File: src/rtl/alu_seq_pkg.sv
// Shared definitions for the sequential ALU: opcode encodings and FSM states.
package alu_seq_pkg;

  localparam int OPCODE_W = 3;

  localparam logic [OPCODE_W-1:0] OP_ADD = 3'b000;
  localparam logic [OPCODE_W-1:0] OP_AND = 3'b001;
  localparam logic [OPCODE_W-1:0] OP_XOR = 3'b010;
  localparam logic [OPCODE_W-1:0] OP_MUL = 3'b011;
  localparam logic [OPCODE_W-1:0] OP_SUB = 3'b100;
  localparam logic [OPCODE_W-1:0] OP_OR  = 3'b101;

  typedef enum logic [1:0] {
    ST_IDLE     = 2'd0,
    ST_MUL_BUSY = 2'd1,
    ST_DONE     = 2'd2
  } state_t;

endpackage

File: src/rtl/alu_seq_mul.sv
// Unsigned shift-add multiplier, one multiplier bit per cycle.
// The first partial product is folded into the start cycle, so done pulses
// WIDTH cycles after start and product is final while done is high.
module mul_shift_add #(
  parameter int WIDTH = 8
) (
  input  logic               clk,
  input  logic               reset,
  input  logic               start,
  input  logic [WIDTH-1:0]   a,
  input  logic [WIDTH-1:0]   b,
  output logic               done,
  output logic [2*WIDTH-1:0] product
);

  localparam int CW = $clog2(WIDTH + 1);

  logic [2*WIDTH-1:0] acc;
  logic [2*WIDTH-1:0] mcand;
  logic [WIDTH-1:0]   mplier;
  logic [CW-1:0]      count;
  logic               busy;

  assign product = acc;

  // Load on start (bit 0 applied), then one shift-add step per cycle.
  always_ff @(posedge clk) begin
    if (reset) begin
      acc    <= '0;
      mcand  <= '0;
      mplier <= '0;
      count  <= '0;
      busy   <= 1'b0;
      done   <= 1'b0;
    end else begin
      done <= 1'b0;
      if (start) begin
        acc    <= b[0] ? {{WIDTH{1'b0}}, a} : '0;
        mcand  <= {{(WIDTH-1){1'b0}}, a, 1'b0};
        mplier <= {1'b0, b[WIDTH-1:1]};
        count  <= CW'(WIDTH - 1);
        busy   <= 1'b1;
      end else if (busy) begin
        if (mplier[0]) begin
          acc <= acc + mcand;
        end
        mcand  <= mcand << 1;
        mplier <= mplier >> 1;
        count  <= count - 1'b1;
        if (count == CW'(1)) begin
          busy <= 1'b0;
          done <= 1'b1;
        end
      end
    end
  end

endmodule

File: src/rtl/alu_seq.sv
// Handshaked sequential ALU. One instruction in flight; single-cycle ops
// finish one cycle after accept, MUL after WIDTH+1 cycles.
// Handshake: a transfer happens on a rising edge where valid and ready are
// both 1; in_ready is high only in IDLE, out_valid only in DONE, and the
// result outputs are held stable for as long as out_valid waits on out_ready.
module alu_seq
  import alu_seq_pkg::*;
#(
  parameter int WIDTH = 8,
  parameter int OPW   = 3
) (
  input  logic                   clk,
  input  logic                   reset,
  input  logic                   in_valid,
  output logic                   in_ready,
  input  logic [OPW+2*WIDTH-1:0] in_instr,
  output logic                   out_valid,
  input  logic                   out_ready,
  output logic [WIDTH-1:0]       out,
  output logic [WIDTH-1:0]       extended_out,
  output logic                   carry,
  output logic                   overflow,
  output logic                   illegal
);

  state_t state;

  logic [OPW-1:0]     op;
  logic [WIDTH-1:0]   oper1;
  logic [WIDTH-1:0]   oper2;
  logic               accept;
  logic               mul_start;
  logic               mul_done;
  logic [2*WIDTH-1:0] mul_product;

  logic [WIDTH:0]     sum;
  logic [WIDTH:0]     diff;
  logic               add_ovf;
  logic               sub_ovf;

  logic [WIDTH-1:0]   res_out;
  logic               res_carry;
  logic               res_ovf;
  logic               res_illegal;

  assign op    = in_instr[OPW+2*WIDTH-1 -: OPW];
  assign oper1 = in_instr[2*WIDTH-1:WIDTH];
  assign oper2 = in_instr[WIDTH-1:0];

  assign in_ready  = (state == ST_IDLE);
  assign out_valid = (state == ST_DONE);
  assign accept    = in_valid && in_ready;
  assign mul_start = accept && (op == OP_MUL);

  // Arithmetic on WIDTH+1 bits; the top bit is carry for ADD, borrow for SUB.
  assign sum     = {1'b0, oper1} + {1'b0, oper2};
  assign diff    = {1'b0, oper1} - {1'b0, oper2};
  assign add_ovf = (oper1[WIDTH-1] == oper2[WIDTH-1]) && (sum[WIDTH-1] != oper1[WIDTH-1]);
  assign sub_ovf = (oper1[WIDTH-1] != oper2[WIDTH-1]) && (diff[WIDTH-1] != oper1[WIDTH-1]);

  mul_shift_add #(.WIDTH(WIDTH)) u_mul (
    .clk     (clk),
    .reset   (reset),
    .start   (mul_start),
    .a       (oper1),
    .b       (oper2),
    .done    (mul_done),
    .product (mul_product)
  );

  // Single-cycle result; a signed overflow zeroes out but keeps carry.
  always_comb begin
    res_out     = '0;
    res_carry   = 1'b0;
    res_ovf     = 1'b0;
    res_illegal = 1'b0;
    case (op)
      OP_ADD: begin
        res_carry = sum[WIDTH];
        res_ovf   = add_ovf;
        res_out   = add_ovf ? '0 : sum[WIDTH-1:0];
      end
      OP_SUB: begin
        res_carry = diff[WIDTH];
        res_ovf   = sub_ovf;
        res_out   = sub_ovf ? '0 : diff[WIDTH-1:0];
      end
      OP_AND:  res_out = oper1 & oper2;
      OP_OR:   res_out = oper1 | oper2;
      OP_XOR:  res_out = oper1 ^ oper2;
      OP_MUL:  res_out = '0;
      default: res_illegal = 1'b1;
    endcase
  end

  // Control FSM with registered result outputs.
  always_ff @(posedge clk) begin
    if (reset) begin
      state        <= ST_IDLE;
      out          <= '0;
      extended_out <= '0;
      carry        <= 1'b0;
      overflow     <= 1'b0;
      illegal      <= 1'b0;
    end else begin
      case (state)
        ST_IDLE: begin
          if (accept) begin
            if (op == OP_MUL) begin
              state <= ST_MUL_BUSY;
            end else begin
              state        <= ST_DONE;
              out          <= res_out;
              extended_out <= '0;
              carry        <= res_carry;
              overflow     <= res_ovf;
              illegal      <= res_illegal;
            end
          end
        end
        ST_MUL_BUSY: begin
          if (mul_done) begin
            state        <= ST_DONE;
            out          <= mul_product[WIDTH-1:0];
            extended_out <= mul_product[2*WIDTH-1:WIDTH];
            carry        <= 1'b0;
            overflow     <= 1'b0;
            illegal      <= 1'b0;
          end
        end
        ST_DONE: begin
          if (out_ready) begin
            state <= ST_IDLE;
          end
        end
        default: state <= ST_IDLE;
      endcase
    end
  end

endmodule

File: config.mk
export PLATFORM = sky130hd
export DESIGN_NAME = alu_seq
export DESIGN_NICKNAME = d
export VERILOG_FILES = /design/src/rtl/alu_seq_pkg.sv /design/src/rtl/alu_seq_mul.sv /design/src/rtl/alu_seq.sv
export SDC_FILE = /design/constraint.sdc
export NUM_CORES = 1
export LEC_CHECK = 0
export BUFFER_PORTS_ARGS = -buffer_cell sky130_fd_sc_hd__clkbuf_2
export CAP_MARGIN = 0
export CORE_ASPECT_RATIO = 0.75
export CORE_MARGIN = 3
export CORE_UTILIZATION = 60
export DETAILED_ROUTE_END_ITERATION = 6
export GPL_ROUTABILITY_DRIVEN = 0
export PLACE_DENSITY_LB_ADDON = 0.08
export SLEW_MARGIN = 15
export SYNTH_ARGS = -nofsm -noshare
export SYNTH_HDL_FRONTEND = slang
export SYNTH_SLANG_ARGS = --single-unit
File: constraint.sdc
create_clock -name clk -period 2.5 [get_ports clk]
set_clock_uncertainty 0.15 [all_clocks]
set_input_delay 0.25 -clock clk [delete_from_list [all_inputs] [get_ports clk]]
set_output_delay 0.25 -clock clk [all_outputs]
set_load 0.1 [all_outputs]
* Word-level counts from Yosys, hierarchy flattened
Index checks and enable logic that the tools add are counted.
Storage, ports and cells: word-level logic and storage cells 96, register bits after elaboration 65, bits of input ports 23, output and inout bits 21
Operators by class: equality and inequality tests 16, reduce and logical (&&, ||, !) cells 15, add/subtract/negate cells 4, bitwise operators 4, muxes and demuxes 43
Operator list (count):
- 2-to-1 mux 8 bit | 9
- 2-to-1 mux 16 bit | 3
- case mux 8 bit (5 select lines) | 1
- case mux 8 bit (2 select lines) | 2
- 2-to-1 mux 9 bit | 2
- adder 16 bit | 1
- 2-to-1 mux 7 bit | 2
- 2-to-1 mux 1 bit | 12
- case mux 1 bit (2 select lines) | 5
- adder 8 x 8 -> 9 bit | 1
- subtractor 8 x 8 -> 9 bit | 1
- AND 8 bit | 1
- 2-to-1 mux 2 bit | 4
- OR 8 bit | 1
- XOR 8 bit | 1
- equality test 3 x 2 -> 1 bit (second input constant) | 2
- equality test 3 bit (second input constant) | 2
- 2-to-1 mux 3 bit | 2
- inequality test 2 x 1 -> 1 bit (second input constant) | 3
- case mux 2 bit (3 select lines) | 1
- nonzero test 2 bit | 3
- OR reduction 5 bit | 1
- equality test 4 x 1 -> 1 bit (second input constant) | 1
- logical AND 1 bit | 4
- other kinds (15) | 17

* Longest topological paths before layout
word-level depth 8, mapped depth 10, mapped depth without buffers 9

* By module
A second synthesis with hierarchy kept.
Unflattened totals: cell total of the unflattened synthesis 589, area total of the unflattened synthesis 4650.7 µm²
By module, submodules not included:
- mul_shift_add | sequential area each 880.8 µm², cells each 296, area an instance 2456.1 µm², instances 1
- alu_seq | sequential area each 420.4 µm², cells each 293, area an instance 2194.6 µm², instances 1

* Worst setup path before layout
Ideal clock, no wire load.
kind register to register, start register state[1], end register out[3], buffers on the path 2, arrival time 2944 ps, cell stages (with the launch flop) 9, clock period less this slack 3221 ps, setup time 127 ps, required time 2223 ps, slack -721 ps, cell sequence dfxtp_1 -> buf_2 -> nor2_1 -> nand3_1 -> nand2_1 -> clkbuf_1 -> nand3_1 -> a221oi_1 -> a31oi_1
Between the ends: word-level cells in the longest chain between the ends 4, elaborated cells on any way between the ends 9, classes of those cells eq/ne (4); mux (1); reduce/logical (4)
Ends and longest elaborated chain:
- start: declaration | RTL line alu_seq.sv:26 | state_t state;
- start signal: assignment | RTL line alu_seq.sv:99 | state <= ST_IDLE;
- start signal: assignment | RTL line alu_seq.sv:110 | state <= ST_MUL_BUSY;
- start signal: assignment | RTL line alu_seq.sv:112 | state <= ST_DONE;
- logical NOT 2 bit * | RTL line alu_seq.sv:50 | assign in_ready = (state == ST_IDLE);
- net in_ready | RTL line alu_seq.sv:15 | output logic in_ready,
- logical AND 1 bit | RTL line alu_seq.sv:52 | assign accept = in_valid && in_ready;
- inequality test 2 x 1 -> 1 bit (no source line)
- AND reduction 4 bit (no source line)
- end signal: assignment | RTL line alu_seq.sv:113 | out <= res_out;
- end signal: assignment | RTL line alu_seq.sv:124 | out <= mul_product[WIDTH-1:0];
- end: declaration | RTL line alu_seq.sv:19 | output logic [WIDTH-1:0] out,
The timed path passes the listed nets; every way through them passes the cells marked *. A chain may end at the register's enable or synchronous reset.

* Worst setup path after layout
start register u_mul.mcand[1], end register u_mul.acc[11] (netlist: u_mul.product[11])
Between the ends: word-level cells in the longest chain between the ends 4
Ends and longest elaborated chain:
- start: declaration | RTL line alu_seq_mul.sv:19 | logic [2*WIDTH-1:0] mcand;
- start signal: assignment | RTL line alu_seq_mul.sv:39 | mcand <= {{(WIDTH-1){1'b0}}, a, 1'b0};
- start signal: assignment | RTL line alu_seq_mul.sv:47 | mcand <= mcand << 1;
- adder 16 bit | RTL line alu_seq_mul.sv:45 | acc <= acc + mcand;
- 2-to-1 mux 16 bit | RTL line alu_seq_mul.sv:44 | if (mplier[0]) begin
- 2-to-1 mux 16 bit | RTL line alu_seq_mul.sv:43 | end else if (busy) begin
- 2-to-1 mux 16 bit | RTL line alu_seq_mul.sv:37 | if (start) begin
- end signal: assignment | RTL line alu_seq_mul.sv:38 | acc <= b[0] ? {{WIDTH{1'b0}}, a} : '0;
- end signal: assignment | RTL line alu_seq_mul.sv:45
- end: declaration | RTL line alu_seq_mul.sv:18 | logic [2*WIDTH-1:0] acc;
No other way between the ends. The select of a mux whose other input is x is not followed.

==> reports/qor.yml <==
final_layout:
  utilization_pct: 72.54
  syn2layout_area_growth_pct: 14.78
  fillCellCount: 630
  fin_cells: 752
  layout.nets: 712
  drive_gt1_share_pct: 18.89
  antenna_cells: 0
drt:
  detail-route-antenna-nets: 0
  drt_iter0_markers: 472
  viasPerCell: 6.241
  dr.pass1.iters: 5
  wl_per_cell_um: 18.06
  drt_wl_total_um: 13580
  route.detailed.drc: 0
  vias: 4693
synth:
  synth_edf_count: 0
  yosys_warnings: 0
  netlist_instances: 593
  avgSynthCellArea_um2: 7.992
  ys_types: 68
  synth.cell_area_mm2: 0.004740
  synth_seq_cells: 65
  synthesis.nets: 659
  synth-async-reset-ratio_pct: 0
  ys.flop_type: "dfxtp_1"
  yosysSeqAreaShare_pct: 27.46
setup_path:
  endpoint_kind: "flop"
  cp_data_required_time_ns: 2.65
  path_class: "reg2reg"
  arrival_ns: 2.60
  cp-start-kind: "flop"
  cp_max_fo: 4
sta:
  slew_violations: 0
  setup_viol: 0
  fin_tns_setup_ns: 0
  finalCriticalPeriod_ns: 2.445
  setup_slack_ns: 0.05517
  slew_headroom_pct: 54.36
  worst_slew_pin_slew_ns: 0.6801
  hold_violations: 0
  clock.fmax_mhz: 409.0
  period_share_pct: 97.79
global_route:
  grt_use_total_pct: 31.59
  grt_overflow_total: 0
  grt_pass1_wl_um: 22630
  antenna_found_initial: 0
  grt_pass1_vias: 4432
  grt_max_degree: 38
floorplan:
  ios: 44
  die_w_um: 108.6
  die-area_mm2: 0.009013
  die_y_um: 82.97
  rows: 27
  initial_core_util_pct: 63.20
  core_area_mm2: 0.007500
placement:
  hpwl_um: 10180
  place_ws_ns: -0.04893
  io_buffers: 43
  dp_cells: 732
worst_hold_path:
  hold_class: "in2reg"
power:
  p_leak_nw: 2.191
  ir_worst_vdd_mv: 0.4288
  powerDensity_mw_per_mm2: 522.5
clocking:
  cts_buffers: 9
  htree_levels: 3
  cts-root-buf: "clkbuf_8"
  clock_latency_ns: 0.36
  clk_pin_slew_ns: 0.07
  clockBufferDepth: 2
  cts_sinks: 65
  tritoncts: "yes"
flow_run:
  maxCapViolCount: 0
status:
  status: "finished, final reports clean"
==> layout by cell type (no fill, tap or decap), types with 5 or more instances in the layout <==
cell type and instances:
nand3_1 21, nor2_1 62, o21a_1 6, xnor2_1 13
nor3_1 16, nand2_1 52, dfxtp_1 63, buf_4 32
inv_1 31, o211ai_1 6, clkbuf_2 43, nor2b_1 9
a211oi_1 9, nand3b_1 7, mux2i_1 26, or3_1 7
o21ai_1 11, o21ai_0 13, a21oi_1 58, a31oi_1 10
a221oi_1 5, a211oi_2 14, clkbuf_8 10, ha_1 39
==> cell usage after synthesis (all sizes together), types with 7 or more instances <==
master	count	area share, %
or3	7	0.92
nor2b	11	1.5
clkbuf	16	1.3
mux2i	26	5.5
buf	20	2.6
inv	33	2.6
o21ai	26	2.8
a211oi	23	5.1
nor2	63	5.0
a31oi	10	1.3
nand3b	7	1.1
ha	40	11
dfxtp	65	27
nand3	21	2.2
nor3	17	1.9
xnor2	13	2.4
nand2	52	4.1
a21oi	59	6.3
==> per-layer routing <==
metal | global-route usage, % | part of all wire [%]
met1 | 47.90 | 46
met2 | 44.36 | 43
met3 | 8.392 | 10
met4 | 7.110 | 1.1
met5 | 0 | 0
==> logic make-up after synthesis <==
logic type	share of synthesized area [%]
muxes	6.045
and+or+nand+nor	20.59
DFF	27.46
AOI/OAI and AO/OA	24.45
buffers and inverters	6.494
xor gates and xnor gates	3.141
adders and majority gates	11.83
==> stage by stage <==
stage / total power, mW / hold slack, ns / cell area (um^2)
2_1_floorplan: 1.575 / 0.2360 / 4747
3_3_place_gp: 1.724 / 0.2915 / 5150
3_5_place_dp: 1.743 / 0.3120 / 5150
4_1_cts: 2.843 / 0.005567 / 5414
5_1_grt: 2.961 / 0.01435 / 5440
6_report: 2.843 / 0.01532 / 5440
==> sequential cells by signal, summed over array words and instances, names as in the netlist <==
signal,cells
u_mul.busy,1
u_mul.mcand,15
carry,1
u_mul.done,1
extended_out,8
u_mul.product,16
u_mul.mplier,7
u_mul.count,4
overflow,1
illegal,1
out,8
state,2
==> path summary, 6_finish.rpt <==
kind                        to  slack (ns)  cells after the start       startpoint
max          u_mul.product[11]        0.06                      9   u_mul.mcand[1]
min            u_mul.mplier[6]        0.02                      3      in_instr[7]
max reg2reg  u_mul.product[11]        0.06                      9   u_mul.mcand[1]
min reg2reg    extended_out[7]        0.32                      2  extended_out[7]
==> where the power goes <==
group	total (mW)	switching [mW]	leakage [nW]	internal, mW
clock network	1.10	0.417	0.120	0.688
registers	1.09	0.0265	0.527	1.06
logic	0.647	0.426	1.54	0.221
total	2.84	0.870	2.19	1.97
==> layout make-up <==
cell class                      count  area, um^2  area share, %
Clock inverter                      5       102.6          1.886
Inverter                           33       123.9          2.277
Sequential cell                    65        1304          23.97
Clock buffer                       11       141.4          2.599
Tap cell                          101       126.4          2.323
Multi-Input combinational cell    459        3147          57.84
Timing Repair Buffer               78       495.5          9.108
==> worst max-delay path, cell delays in order, from the launching register on <==
cell      delay [ns]
dfxtp_2         0.36
ha_2            0.19
inv_1           0.06
fa_1            0.39
nor2b_2         0.17
o31a_1          0.26
o21ai_2         0.11
a21o_1          0.21
a2111o_1        0.41
nand3_1         0.08
==> repair_timing <==
item,CTS,global route
hold buffers,2,0
buffers inserted,0,2
hold endpoints to repair,2,0
resized for setup,0,5
setup endpoints to repair,0,2
Note: power is estimated with default switching activity, not from simulation.
